**config.mk**
```make
export PLATFORM = sky130hd
export DESIGN_NAME = cdb_arbiter
export DESIGN_NICKNAME = d
export VERILOG_FILES = /design/src/rtl/cdb_arbiter.sv
export SDC_FILE = /design/constraint.sdc
export NUM_CORES = 1
export LEC_CHECK = 0
export ABC_CLOCK_PERIOD_IN_PS = 4200
export BUFFER_PORTS_ARGS = -buffer_cell sky130_fd_sc_hd__buf_4
export CORE_UTILIZATION = 35
export CTS_CLUSTER_DIAMETER = 200
export CTS_CLUSTER_SIZE = 14
export DETAILED_ROUTE_END_ITERATION = 10
export PLACE_DENSITY_LB_ADDON = 0.05
export RECOVER_POWER = 25
export SYNTH_ARGS = -nofsm -noshare
export SYNTH_HDL_FRONTEND = slang
export SYNTH_SLANG_ARGS = --single-unit
```
**constraint.sdc**
```tcl
create_clock -name clk -period 4.2 [get_ports clk]
set_input_delay 0.42 -clock clk [delete_from_list [all_inputs] [get_ports clk]]
set_output_delay 0.42 -clock clk [all_outputs]
set_load 0.02 [all_outputs]
```
**src/rtl/cdb_arbiter.sv**
```systemverilog
// -----------------------------------------------------------------------------
// cdb_arbiter
//
// Shares the single common data bus (CDB) between the two result producers:
// the ALU/branch unit and the load/store buffer. Each producer pushes
// completions into a small private FIFO; a round-robin scheduler pops at most
// one head per cycle onto a registered CDB. A mispredict flush drops every
// pending result.
//
// Ports
//   clk        clock, all state updates on the rising edge
//   rst        asynchronous active-low reset
//   en         global ready; when low the block freezes
//   flush_i    mispredict flush, empties both FIFOs
//   alu_*_i    ALU result: valid, ROB tag, value, branch taken, branch target
//   alu_rdy_o  ALU FIFO can accept this cycle
//   lsb_*_i    load result: valid, ROB tag, value
//   lsb_rdy_o  LSB FIFO can accept this cycle
//   cdb_en_o   one-cycle broadcast pulse per result
//   cdb_q_o    broadcast ROB tag
//   cdb_v_o    broadcast value
//   cdb_cbr_o  branch taken (0 for LSB results)
//   cdb_cbt_o  branch target (0 for LSB results)
//   cdb_src_o  0 = ALU, 1 = LSB
// -----------------------------------------------------------------------------
module cdb_arbiter #(
   parameter int unsigned ROB_BIT = 5,
   parameter int unsigned DAT_W   = 32,
   parameter int unsigned ADR_W   = 32,
   parameter int unsigned QD      = 4
) (
   input  logic               clk,
   input  logic               rst,
   input  logic               en,
   input  logic               flush_i,

   input  logic               alu_vld_i,
   output logic               alu_rdy_o,
   input  logic [ROB_BIT-1:0] alu_q_i,
   input  logic [DAT_W-1:0]   alu_v_i,
   input  logic               alu_cbr_i,
   input  logic [ADR_W-1:0]   alu_cbt_i,

   input  logic               lsb_vld_i,
   output logic               lsb_rdy_o,
   input  logic [ROB_BIT-1:0] lsb_q_i,
   input  logic [DAT_W-1:0]   lsb_v_i,

   output logic               cdb_en_o,
   output logic [ROB_BIT-1:0] cdb_q_o,
   output logic [DAT_W-1:0]   cdb_v_o,
   output logic               cdb_cbr_o,
   output logic [ADR_W-1:0]   cdb_cbt_o,
   output logic               cdb_src_o
);

   localparam int unsigned PW = $clog2(QD);
   localparam int unsigned CW = PW + 1;

   typedef enum logic {
      SRC_ALU = 1'b0,
      SRC_LSB = 1'b1
   } src_e;

   // ---------------------------------------------------------------------------
   // Storage and state
   // ---------------------------------------------------------------------------
   logic [ROB_BIT-1:0] a_tag_q [QD];
   logic [DAT_W-1:0]   a_val_q [QD];
   logic               a_cbr_q [QD];
   logic [ADR_W-1:0]   a_cbt_q [QD];
   logic [ROB_BIT-1:0] l_tag_q [QD];
   logic [DAT_W-1:0]   l_val_q [QD];

   logic [PW-1:0]      a_wr_q, a_wr_d, a_rd_q, a_rd_d;
   logic [PW-1:0]      l_wr_q, l_wr_d, l_rd_q, l_rd_d;
   logic [CW-1:0]      a_cnt_q, a_cnt_d, l_cnt_q, l_cnt_d;

   src_e               last_q, last_d;

   logic               cdb_en_q, cdb_en_d;
   logic [ROB_BIT-1:0] cdb_q_q, cdb_q_d;
   logic [DAT_W-1:0]   cdb_v_q, cdb_v_d;
   logic               cdb_cbr_q, cdb_cbr_d;
   logic [ADR_W-1:0]   cdb_cbt_q, cdb_cbt_d;
   logic               cdb_src_q, cdb_src_d;

   // ---------------------------------------------------------------------------
   // Handshake
   // ---------------------------------------------------------------------------
   logic run;
   logic a_push, l_push;
   logic a_ne, l_ne;
   logic gnt_alu, gnt_lsb;

   assign run = en && !flush_i;

   // Readiness looks at the current count only: a full FIFO refuses a push
   // even in a cycle where it is being popped.
   assign alu_rdy_o = run && (a_cnt_q != CW'(QD));
   assign lsb_rdy_o = run && (l_cnt_q != CW'(QD));

   // Tag 0 means "no result": the handshake completes but nothing is stored.
   assign a_push = alu_vld_i && alu_rdy_o && (alu_q_i != '0);
   assign l_push = lsb_vld_i && lsb_rdy_o && (lsb_q_i != '0);

   assign a_ne = (a_cnt_q != '0);
   assign l_ne = (l_cnt_q != '0);

   // ---------------------------------------------------------------------------
   // Grant: the last-grant register only moves when both heads compete.
   // ---------------------------------------------------------------------------
   always_comb begin
      gnt_alu = 1'b0;
      gnt_lsb = 1'b0;
      last_d  = last_q;
      if (flush_i) begin
         last_d = SRC_LSB;
      end else if (run) begin
         if (a_ne && l_ne) begin
            if (last_q == SRC_LSB) begin
               gnt_alu = 1'b1;
               last_d  = SRC_ALU;
            end else begin
               gnt_lsb = 1'b1;
               last_d  = SRC_LSB;
            end
         end else if (a_ne) begin
            gnt_alu = 1'b1;
         end else if (l_ne) begin
            gnt_lsb = 1'b1;
         end
      end
   end

   // ---------------------------------------------------------------------------
   // FIFO pointer / count next state
   // ---------------------------------------------------------------------------
   always_comb begin
      a_wr_d  = a_wr_q;
      a_rd_d  = a_rd_q;
      a_cnt_d = a_cnt_q;
      l_wr_d  = l_wr_q;
      l_rd_d  = l_rd_q;
      l_cnt_d = l_cnt_q;
      if (flush_i) begin
         a_wr_d  = '0;
         a_rd_d  = '0;
         a_cnt_d = '0;
         l_wr_d  = '0;
         l_rd_d  = '0;
         l_cnt_d = '0;
      end else begin
         if (a_push)  a_wr_d = a_wr_q + PW'(1);
         if (gnt_alu) a_rd_d = a_rd_q + PW'(1);
         if (l_push)  l_wr_d = l_wr_q + PW'(1);
         if (gnt_lsb) l_rd_d = l_rd_q + PW'(1);
         a_cnt_d = a_cnt_q + CW'(a_push) - CW'(gnt_alu);
         l_cnt_d = l_cnt_q + CW'(l_push) - CW'(gnt_lsb);
      end
   end

   // ---------------------------------------------------------------------------
   // CDB next state: data fields hold when nothing is granted.
   // ---------------------------------------------------------------------------
   always_comb begin
      cdb_en_d  = gnt_alu || gnt_lsb;
      cdb_q_d   = cdb_q_q;
      cdb_v_d   = cdb_v_q;
      cdb_cbr_d = cdb_cbr_q;
      cdb_cbt_d = cdb_cbt_q;
      cdb_src_d = cdb_src_q;
      if (gnt_alu) begin
         cdb_q_d   = a_tag_q[a_rd_q];
         cdb_v_d   = a_val_q[a_rd_q];
         cdb_cbr_d = a_cbr_q[a_rd_q];
         cdb_cbt_d = a_cbt_q[a_rd_q];
         cdb_src_d = SRC_ALU;
      end else if (gnt_lsb) begin
         cdb_q_d   = l_tag_q[l_rd_q];
         cdb_v_d   = l_val_q[l_rd_q];
         cdb_cbr_d = 1'b0;
         cdb_cbt_d = '0;
         cdb_src_d = SRC_LSB;
      end
   end

   // ---------------------------------------------------------------------------
   // Registers
   // ---------------------------------------------------------------------------
   always_ff @(posedge clk or negedge rst) begin
      if (!rst) begin
         a_wr_q    <= '0;
         a_rd_q    <= '0;
         a_cnt_q   <= '0;
         l_wr_q    <= '0;
         l_rd_q    <= '0;
         l_cnt_q   <= '0;
         last_q    <= SRC_LSB;
         cdb_en_q  <= 1'b0;
         cdb_q_q   <= '0;
         cdb_v_q   <= '0;
         cdb_cbr_q <= 1'b0;
         cdb_cbt_q <= '0;
         cdb_src_q <= 1'b0;
      end else begin
         a_wr_q    <= a_wr_d;
         a_rd_q    <= a_rd_d;
         a_cnt_q   <= a_cnt_d;
         l_wr_q    <= l_wr_d;
         l_rd_q    <= l_rd_d;
         l_cnt_q   <= l_cnt_d;
         last_q    <= last_d;
         cdb_en_q  <= cdb_en_d;
         cdb_q_q   <= cdb_q_d;
         cdb_v_q   <= cdb_v_d;
         cdb_cbr_q <= cdb_cbr_d;
         cdb_cbt_q <= cdb_cbt_d;
         cdb_src_q <= cdb_src_d;
      end
   end

   // Entry storage is only ever read behind a non-zero count, so it needs no reset.
   always_ff @(posedge clk) begin
      if (a_push) begin
         a_tag_q[a_wr_q] <= alu_q_i;
         a_val_q[a_wr_q] <= alu_v_i;
         a_cbr_q[a_wr_q] <= alu_cbr_i;
         a_cbt_q[a_wr_q] <= alu_cbt_i;
      end
      if (l_push) begin
         l_tag_q[l_wr_q] <= lsb_q_i;
         l_val_q[l_wr_q] <= lsb_v_i;
      end
   end

   assign cdb_en_o  = cdb_en_q;
   assign cdb_q_o   = cdb_q_q;
   assign cdb_v_o   = cdb_v_q;
   assign cdb_cbr_o = cdb_cbr_q;
   assign cdb_cbt_o = cdb_cbt_q;
   assign cdb_src_o = cdb_src_q;

endmodule

```
==> metrics.txt, run 1 <==
# TYPE chip_impl_metric gauge
chip_impl_metric{name="dieHeight",unit="um"} 237
chip_impl_metric{name="netlist.area_leader.share",unit="%"} 66.7
chip_impl_metric{name="arrival",unit="ns"} 3.30
chip_impl_info{name="tritoncts",value="built"} 1
chip_impl_metric{name="max-vdd-ir-drop",unit="uV"} 337
chip_impl_metric{name="drtPass1Iterations",unit=""} 4
chip_impl_metric{name="count_of_cell_instances_traversed_by_the_critical_path",unit=""} 9
chip_impl_metric{name="die_area",unit="sq um"} 56000
chip_impl_metric{name="n_antenna_cell",unit=""} 0
chip_impl_metric{name="port_buffers",unit=""} 186
chip_impl_metric{name="nFillCells",unit=""} 4838
chip_impl_metric{name="power.leakage",unit="nW"} 7.66
chip_impl_metric{name="start_util",unit="%"} 35.6
chip_impl_metric{name="clkLatencyLatePin",unit="ns"} 0.57
chip_impl_info{name="run_status",value="completed"} 1
chip_impl_info{name="crit_path_cell_trace",value="or3_4 -> a211oi_1 -> ha_1 -> inv_1 -> ha_1 -> inv_1 -> fa_1 -> xnor2_1 -> nor2_1"} 1
chip_impl_metric{name="timing.critical_path.fanout_max",unit=""} 5
chip_impl_info{name="synth.largest_area_cell",value="edfxtp_1"} 1
chip_impl_metric{name="final.setup_skew",unit="ns"} 0.0147
chip_impl_info{name="top_cell_types_by_occurrence_after_synthesis",value="edfxtp_1 (428), mux4_2 (107), dfrtp_1 (86)"} 1
chip_impl_metric{name="timing.final.setup_violations",unit=""} 0
chip_impl_metric{name="hold_depth",unit=""} 1
chip_impl_info{name="grt_setup_unrepaired",value="false"} 1
chip_impl_metric{name="grt_pass1_wl",unit="mm"} 65.6
chip_impl_metric{name="use_met3",unit="%"} 3.39
chip_impl_metric{name="vias",unit=""} 9174
chip_impl_metric{name="antenna_found_initial",unit=""} 4
chip_impl_info{name="timing.critical_path.slowest_stage_cell",value="a211oi_1"} 1
chip_impl_metric{name="power_per_cell_area",unit="nW/um^2"} 574
chip_impl_metric{name="post-route-min-period",unit="ns"} 2.85
chip_impl_info{name="min_path_type",value="in -> reg"} 1
chip_impl_metric{name="report.final.hold_viol_count",unit=""} 0
chip_impl_metric{name="drt_first_iter_violations",unit=""} 527
chip_impl_metric{name="share_of_the_yosys_chip_area_belonging_to_registers",unit="%"} 78.0
chip_impl_info{name="critPathTopFamily",value="adder cells"} 1
chip_impl_metric{name="maxSlewViolCount",unit=""} 0
chip_impl_metric{name="worst_hold_slack",unit="ns"} 0.0624
chip_impl_metric{name="num-nets-final",unit=""} 1239
chip_impl_metric{name="vias_in_the_first_global_route",unit=""} 9728
chip_impl_metric{name="ctsLongestPathBuffers",unit=""} 3
chip_impl_metric{name="chip_width",unit="um"} 237
chip_impl_metric{name="drcViolationCount",unit=""} 0
chip_impl_metric{name="post-dp-hpwl",unit="mm"} 27.6
chip_impl_metric{name="areaGrowthSynthToFinish",unit="%"} 17.0
chip_impl_info{name="crit_type",value="reg -> reg"} 1
chip_impl_metric{name="antenna_left",unit=""} 0
chip_impl_metric{name="synth.net_count",unit=""} 1027
chip_impl_metric{name="htree_num_levels",unit=""} 2
chip_impl_metric{name="critical_path.max_stage_delay",unit="ns"} 0.63
chip_impl_metric{name="numClockSinks",unit=""} 515
chip_impl_metric{name="yosysUniqueCellTypes",unit=""} 38
chip_impl_metric{name="grtUsageMet1",unit="%"} 22.0
chip_impl_metric{name="avgSynthCellArea",unit="sq um"} 21.4
chip_impl_metric{name="grt-ovfl-total",unit=""} 0
chip_impl_metric{name="wirelength",unit="mm"} 44.4
chip_impl_metric{name="layout-drive-gt1-share",unit="%"} 27.2
chip_impl_metric{name="clock.fmax",unit="GHz"} 0.351
chip_impl_metric{name="top_level_ports",unit=""} 187
chip_impl_metric{name="multiInputGateArea",unit="sq um"} 3960
chip_impl_metric{name="flip_flop_and_latch_count_after_synthesis",unit=""} 515
chip_impl_metric{name="layout.area.seq",unit="sq um"} 15000
chip_impl_metric{name="place.gp.congestion",unit=""} 0.710
chip_impl_metric{name="layout_worst_path_cycle_share",unit="%"} 67.8
chip_impl_info{name="clockRootBuffer",value="clkbuf_16"} 1
chip_impl_metric{name="number_of_cts_inserted_buffers",unit=""} 42
chip_impl_metric{name="postSynth.asyncResetShare",unit="%"} 16.9
chip_impl_metric{name="critPathRequiredTime",unit="ns"} 4.66
chip_impl_metric{name="fin_setup_tns",unit="ns"} 0
chip_impl_metric{name="synth_edf_count",unit=""} 428
chip_impl_metric{name="slew-limit-headroom",unit="%"} 31.8
chip_impl_metric{name="worst_setup_hold_path_clk_slew",unit="ns"} 0.07
chip_impl_metric{name="maxcap_viol_count",unit=""} 0
chip_impl_info{name="worstSetupStartpointType",value="flop"} 1
chip_impl_metric{name="fp-row-count",unit=""} 85
chip_impl_metric{name="pin_count_of_the_biggest_net_entering_global_routing",unit=""} 73
chip_impl_metric{name="synthesis.area",unit="sq um"} 19300
chip_impl_metric{name="vias_per_cell",unit=""} 4.98
chip_impl_info{name="synth_area_leaders",value="edfxtp_1 (67%), mux4_2 (13%), dfrtp_1 (11%)"} 1
chip_impl_metric{name="syn_inst",unit=""} 900
chip_impl_info{name="yosys.cell_count.top_type",value="edfxtp_1"} 1
chip_impl_metric{name="ys.warnings.count",unit=""} 0
chip_impl_metric{name="post_cts_resize_count",unit=""} 0
chip_impl_metric{name="grt_usage",unit="%"} 16.1
chip_impl_metric{name="detail_route.wl_per_cell",unit="um"} 24.1
chip_impl_metric{name="postCtsSetupRepairBufs",unit=""} 0
chip_impl_metric{name="grtUsageMet2",unit="%"} 26.2
chip_impl_metric{name="critPathBufInv",unit=""} 2
chip_impl_info{name="worst_setup_path_end_kind",value="flop"} 1
chip_impl_metric{name="timing.reg2reg.worst_path_depth",unit=""} 9
chip_impl_info{name="ys.flop_type",value="edfxtp_1"} 1
chip_impl_metric{name="floorplan.core_area",unit="sq um"} 54100
chip_impl_metric{name="holdBufCountCts",unit=""} 2
chip_impl_info{name="routing_layer_with_the_top_usage_in_global_route",value="met2"} 1
chip_impl_metric{name="worst_pin_slew",unit="ns"} 1.02
-- flip-flops by register name, indices dropped and copies added (netlist names), 5 cells and up --
| signal | flops |
|---|---|
| cdb_cbt_o | 32 |
| a_cbt_q | 128 |
| l_tag_q | 20 |
| a_val_q | 128 |
| cdb_v_o | 32 |
| cdb_q_o | 5 |
| a_tag_q | 20 |
| l_val_q | 128 |
-- stage by stage --
stage / cells / util (%) / setup WS (ns) / total power, mW / cell area [sq um]
3_3_place_gp: 1762 / 39.9 / 1.02 / 9.50 / 21600
6_report: 1841 / 41.6 / 1.35 / 12.9 / 22500
4_1_cts: 1841 / 42.1 / 1.27 / 13.2 / 22800
3_5_place_dp: 1762 / 39.9 / 1.02 / 9.51 / 21600
2_1_floorplan: 900 / - / 0.663 / 8.24 / 19300
5_1_grt: 1841 / 41.6 / 1.10 / 13.6 / 22500
-- cell families (layout without fill, tap and decap cells) --
family | Yosys count | count (layout) | share of synthesized area [%]
AO/OA/AOI/OAI | 116 | 116 | 4.31
XOR/XNOR | 5 | 5 | 0.227
adder cells (fa/ha/maj) | 14 | 14 | 0.987
buffers and inverters | 60 | 305 | 1.62
flip-flops | 515 | 515 | 78.0
multiplexers | 113 | 113 | 12.8
AND/OR/NAND/NOR | 77 | 77 | 1.99
-- worst paths after layout --
kind	from	endpoint	slack, ns
hold / removal	lsb_v_i[28]	l_val_q[3][28]$_DFFE_PP_	0.06
min in group asynchronous	rst	cdb_cbt_o[29]$_DFFE_PN0P_	0.42
setup reg to reg	a_cnt_q[1]$_DFF_PN0_	l_cnt_q[2]$_DFF_PN0_	1.35
max in group asynchronous	rst	last_q$_DFFE_PN1P_	2.92
setup / recovery	a_cnt_q[1]$_DFF_PN0_	l_cnt_q[2]$_DFF_PN0_	1.35
hold reg to reg	cdb_src_o$_DFFE_PN0P_	cdb_src_o$_DFFE_PN0P_	0.49
-- routing by layer --
| layer | vias up | wire (um) |
|---|---|---|
| met5 | - | 52 |
| met4 | 8 | 957 |
| met3 | 58 | 1960 |
| met2 | 179 | 21800 |
| met1 | 4816 | 19700 |
| li1 | 4113 | - |
-- placed cells by master, fill, tap and decap left out, types with 3 or more instances in the layout --
cell type	n
nand2b_1	8
ha_1	12
buf_12	5
a22o_1	33
mux2i_1	5
nand3_1	3
clkbuf_1	104
a22oi_1	37
o21ai_1	6
clkbuf_16	42
o21ai_0	32
nand2_1	39
mux4_2	107
dfrtp_1	83
buf_4	135
nor2_1	7
inv_1	13
xnor2_1	3
and2_4	4
and3_2	4
edfxtp_1	428
-- where the power goes --
part | switching [mW] | internal [mW] | leakage [nW]
clock | 1.77 | 1.90 | 0.574
combinational | 1.44 | 1.38 | 2.11
sequential | 0.443 | 6.01 | 4.97
-- layout make-up --
cell class / instances / area share (%)
tap: 696 / 3.87
multi-input combinational: 325 / 17.6
sequential: 515 / 66.8
inverter: 13 / 0.217
clock buffer: 73 / 5.18
timing repair buffer: 215 / 6.25
clock inverter: 4 / 0.172
Note: power is estimated with default switching activity, not from simulation.
==> run 2, diff against run 1 <==
- ABC_CLOCK_PERIOD_IN_PS: 4200 -> 2700
- clock period: 4.2 -> 2.7 ns (I/O delays scaled with it)
==> metrics.txt, run 2 (synthesized netlist as in run 1, its figures left out) <==
# TYPE chip_impl_metric gauge
chip_impl_metric{name="post-dp-hpwl",unit="mm"} 27.8
chip_impl_metric{name="power.leakage",unit="nW"} 8.27
chip_impl_metric{name="post_layout_nonfiller_instances",unit=""} 1970
chip_impl_metric{name="clkLatencyLatePin",unit="ns"} 0.57
chip_impl_metric{name="layout-drive-gt1-share",unit="%"} 26.5
chip_impl_metric{name="vias",unit=""} 9708
chip_impl_info{name="final_cell_mix",value="edfxtp_1 (428), buf_4 (146), dlygate4sd3_1 (109)"} 1
chip_impl_metric{name="ctsLongestPathBuffers",unit=""} 3
chip_impl_info{name="worst_setup_path_end_kind",value="flop"} 1
chip_impl_info{name="worstSetupStartpointType",value="input port"} 1
chip_impl_info{name="timing.critical_path.slowest_stage_cell",value="or4_1"} 1
chip_impl_metric{name="die_area",unit="sq um"} 56000
chip_impl_metric{name="maxcap_viol_count",unit=""} 0
chip_impl_metric{name="wirelength",unit="mm"} 45.5
chip_impl_metric{name="detail_route.wl_per_cell",unit="um"} 23.1
chip_impl_metric{name="dieHeight",unit="um"} 237
chip_impl_metric{name="post-route-min-period",unit="ns"} 2.56
chip_impl_info{name="biggestRegsByFlops",value="a_cbt_q x128, a_val_q x128, l_val_q x128"} 1
chip_impl_metric{name="drcViolationCount",unit=""} 0
chip_impl_metric{name="final.setup_skew",unit="ns"} 0.0203
chip_impl_metric{name="vias_per_cell",unit=""} 4.93
chip_impl_metric{name="place.detailed.instances",unit=""} 1784
chip_impl_info{name="run_status",value="completed"} 1
chip_impl_info{name="crit_type",value="in -> reg"} 1
chip_impl_metric{name="start_util",unit="%"} 35.6
chip_impl_metric{name="critical_path.max_stage_delay",unit="ns"} 0.65
chip_impl_metric{name="timing.critical_path.fanout_max",unit=""} 5
chip_impl_metric{name="slew-limit-headroom",unit="%"} 43.8
chip_impl_metric{name="drtPass1Iterations",unit=""} 4
chip_impl_info{name="critical-path-top-cell-by-count",value="inv_1"} 1
chip_impl_metric{name="grt_pass1_wl",unit="mm"} 68.2
chip_impl_metric{name="timing.final.setup_violations",unit=""} 0
chip_impl_info{name="grt_setup_unrepaired",value="false"} 1
chip_impl_metric{name="fin_setup_tns",unit="ns"} 0
chip_impl_metric{name="areaGrowthSynthToFinish",unit="%"} 24.4
chip_impl_metric{name="report.final.hold_viol_count",unit=""} 0
chip_impl_metric{name="vias_in_the_first_global_route",unit=""} 10400
chip_impl_info{name="critPathTopFamily",value="buffers and inverters"} 1
chip_impl_metric{name="pin_count_of_the_biggest_net_entering_global_routing",unit=""} 73
chip_impl_metric{name="num-nets-final",unit=""} 1368
chip_impl_metric{name="antenna_found_initial",unit=""} 2
chip_impl_info{name="mostFrequentLayoutCell",value="edfxtp_1"} 1
chip_impl_metric{name="fp-row-count",unit=""} 85
chip_impl_metric{name="antenna_left",unit=""} 0
chip_impl_metric{name="maxSlewViolCount",unit=""} 0
chip_impl_metric{name="place.gp.congestion",unit=""} 0.704
chip_impl_metric{name="critPathRequiredTime",unit="ns"} 3.15
chip_impl_metric{name="floorplan.core_area",unit="sq um"} 54100
chip_impl_metric{name="numClockSinks",unit=""} 515
chip_impl_metric{name="max-vdd-ir-drop",unit="uV"} 439
chip_impl_metric{name="drt_first_iter_violations",unit=""} 529
chip_impl_metric{name="port_buffers",unit=""} 186
chip_impl_metric{name="number_of_cts_inserted_buffers",unit=""} 42
chip_impl_metric{name="chip_width",unit="um"} 237
chip_impl_info{name="clockRootBuffer",value="clkbuf_16"} 1
chip_impl_info{name="min_path_type",value="in -> reg"} 1
chip_impl_metric{name="grt_usage",unit="%"} 16.6
chip_impl_metric{name="power_per_cell_area",unit="nW/um^2"} 856
chip_impl_metric{name="clock.fmax",unit="GHz"} 0.391
chip_impl_info{name="crit_path_cell_trace",value="dlygate4sd3_1 -> clkbuf_1 -> or4_1 -> o211a_1 -> inv_1 -> ha_1 -> inv_1 -> ha_1 -> inv_1 -> fa_1 -> xnor2_1 -> nor2_1"} 1
chip_impl_metric{name="postCtsSetupRepairBufs",unit=""} 0
chip_impl_metric{name="worst_pin_slew",unit="ns"} 0.844
chip_impl_metric{name="arrival",unit="ns"} 3.01
chip_impl_metric{name="grt-ovfl-total",unit=""} 0
chip_impl_metric{name="worst_setup_hold_path_clk_slew",unit="ns"} 0.07
chip_impl_metric{name="htree_num_levels",unit=""} 2
chip_impl_metric{name="critPathBufInv",unit=""} 5
chip_impl_metric{name="top_level_ports",unit=""} 187
chip_impl_info{name="tritoncts",value="built"} 1
chip_impl_metric{name="layout_worst_path_cycle_share",unit="%"} 94.8
[run 2: report_power, final]
group | total (mW) | switching, mW | internal, mW
registers | 9.87 | 0.519 | 9.35
logic | 4.91 | 2.49 | 2.42
clock network | 5.73 | 2.74 | 2.99
[run 2: worst paths after layout]
path                                           startpoint                         to  slack [ns]  cells after the start
min in group asynchronous                             rst  cdb_cbt_o[21]$_DFFE_PN0P_        0.33                      2
worst max register to register       a_cnt_q[0]$_DFF_PN0_       l_cnt_q[2]$_DFF_PN0_        0.29                      9
worst min register to register  cdb_cbt_o[11]$_DFFE_PN0P_  cdb_cbt_o[11]$_DFFE_PN0P_        0.51                      1
max in group asynchronous                             rst         cdb_en_o$_DFF_PN0_        1.63                      3
worst min-delay path                                   en         last_q$_DFFE_PN1P_        0.09                      4
worst max-delay path                           alu_q_i[0]       a_cnt_q[2]$_DFF_PN0_        0.14                     12
[run 2: layout make-up]
| class | instances | area (sq um) |
|---|---|---|
| Inverter | 13 | 48.8 |
| Tap cell | 696 | 871 |
| Clock inverter | 2 | 13.8 |
| Sequential cell | 515 | 15000 |
| Timing Repair Buffer | 344 | 2850 |
| Antenna cell | 1 | 2.50 |
| Clock buffer | 74 | 1190 |
| Fill cell | 4755 | 30200 |
| Multi-Input combinational cell | 325 | 3950 |
[run 2: timing repair]
| action | in CTS | in global routing |
|---|---|---|
| hold buffers | 109 | 0 |
| resized for setup | 0 | 0 |
| endpoints found under the hold margin | 479 | 0 |
[run 2: through the flow]
stage / cell area (sq um) / total power, mW / utilization (%) / setup WS, ns / hold WS (ns)
finish: 24000 / 20.5 / 44.3 / 0.140 / 0.0880
floorplan: 19300 / 12.8 / - / 0.0102 / -0.0256
global placement: 21900 / 15.0 / 40.5 / 0.147 / 0.427
global route: 24000 / 21.5 / 44.3 / 0.0417 / 0.0971
detailed placement: 21900 / 15.0 / 40.5 / 0.143 / 0.420
CTS: 24200 / 20.9 / 44.7 / 0.189 / 0.0395
[run 2: worst register-to-register path, stage by stage (launching register included)]
cell	delay, ns
dfrtp_1	0.41
or3_4	0.41
a211oi_1	0.36
ha_1	0.30
inv_1	0.05
ha_1	0.13
inv_1	0.05
fa_1	0.40
xnor2_1	0.17
nor2_1	0.05
[run 2: metal layers]
layer	vias to the layer above	global-route usage, %	wire (um)
met5	-	0	24
met4	4	4.58	896
met3	58	2.75	1840
met2	183	27.7	22700
met1	5106	22.4	20100
li1	4357	-	-
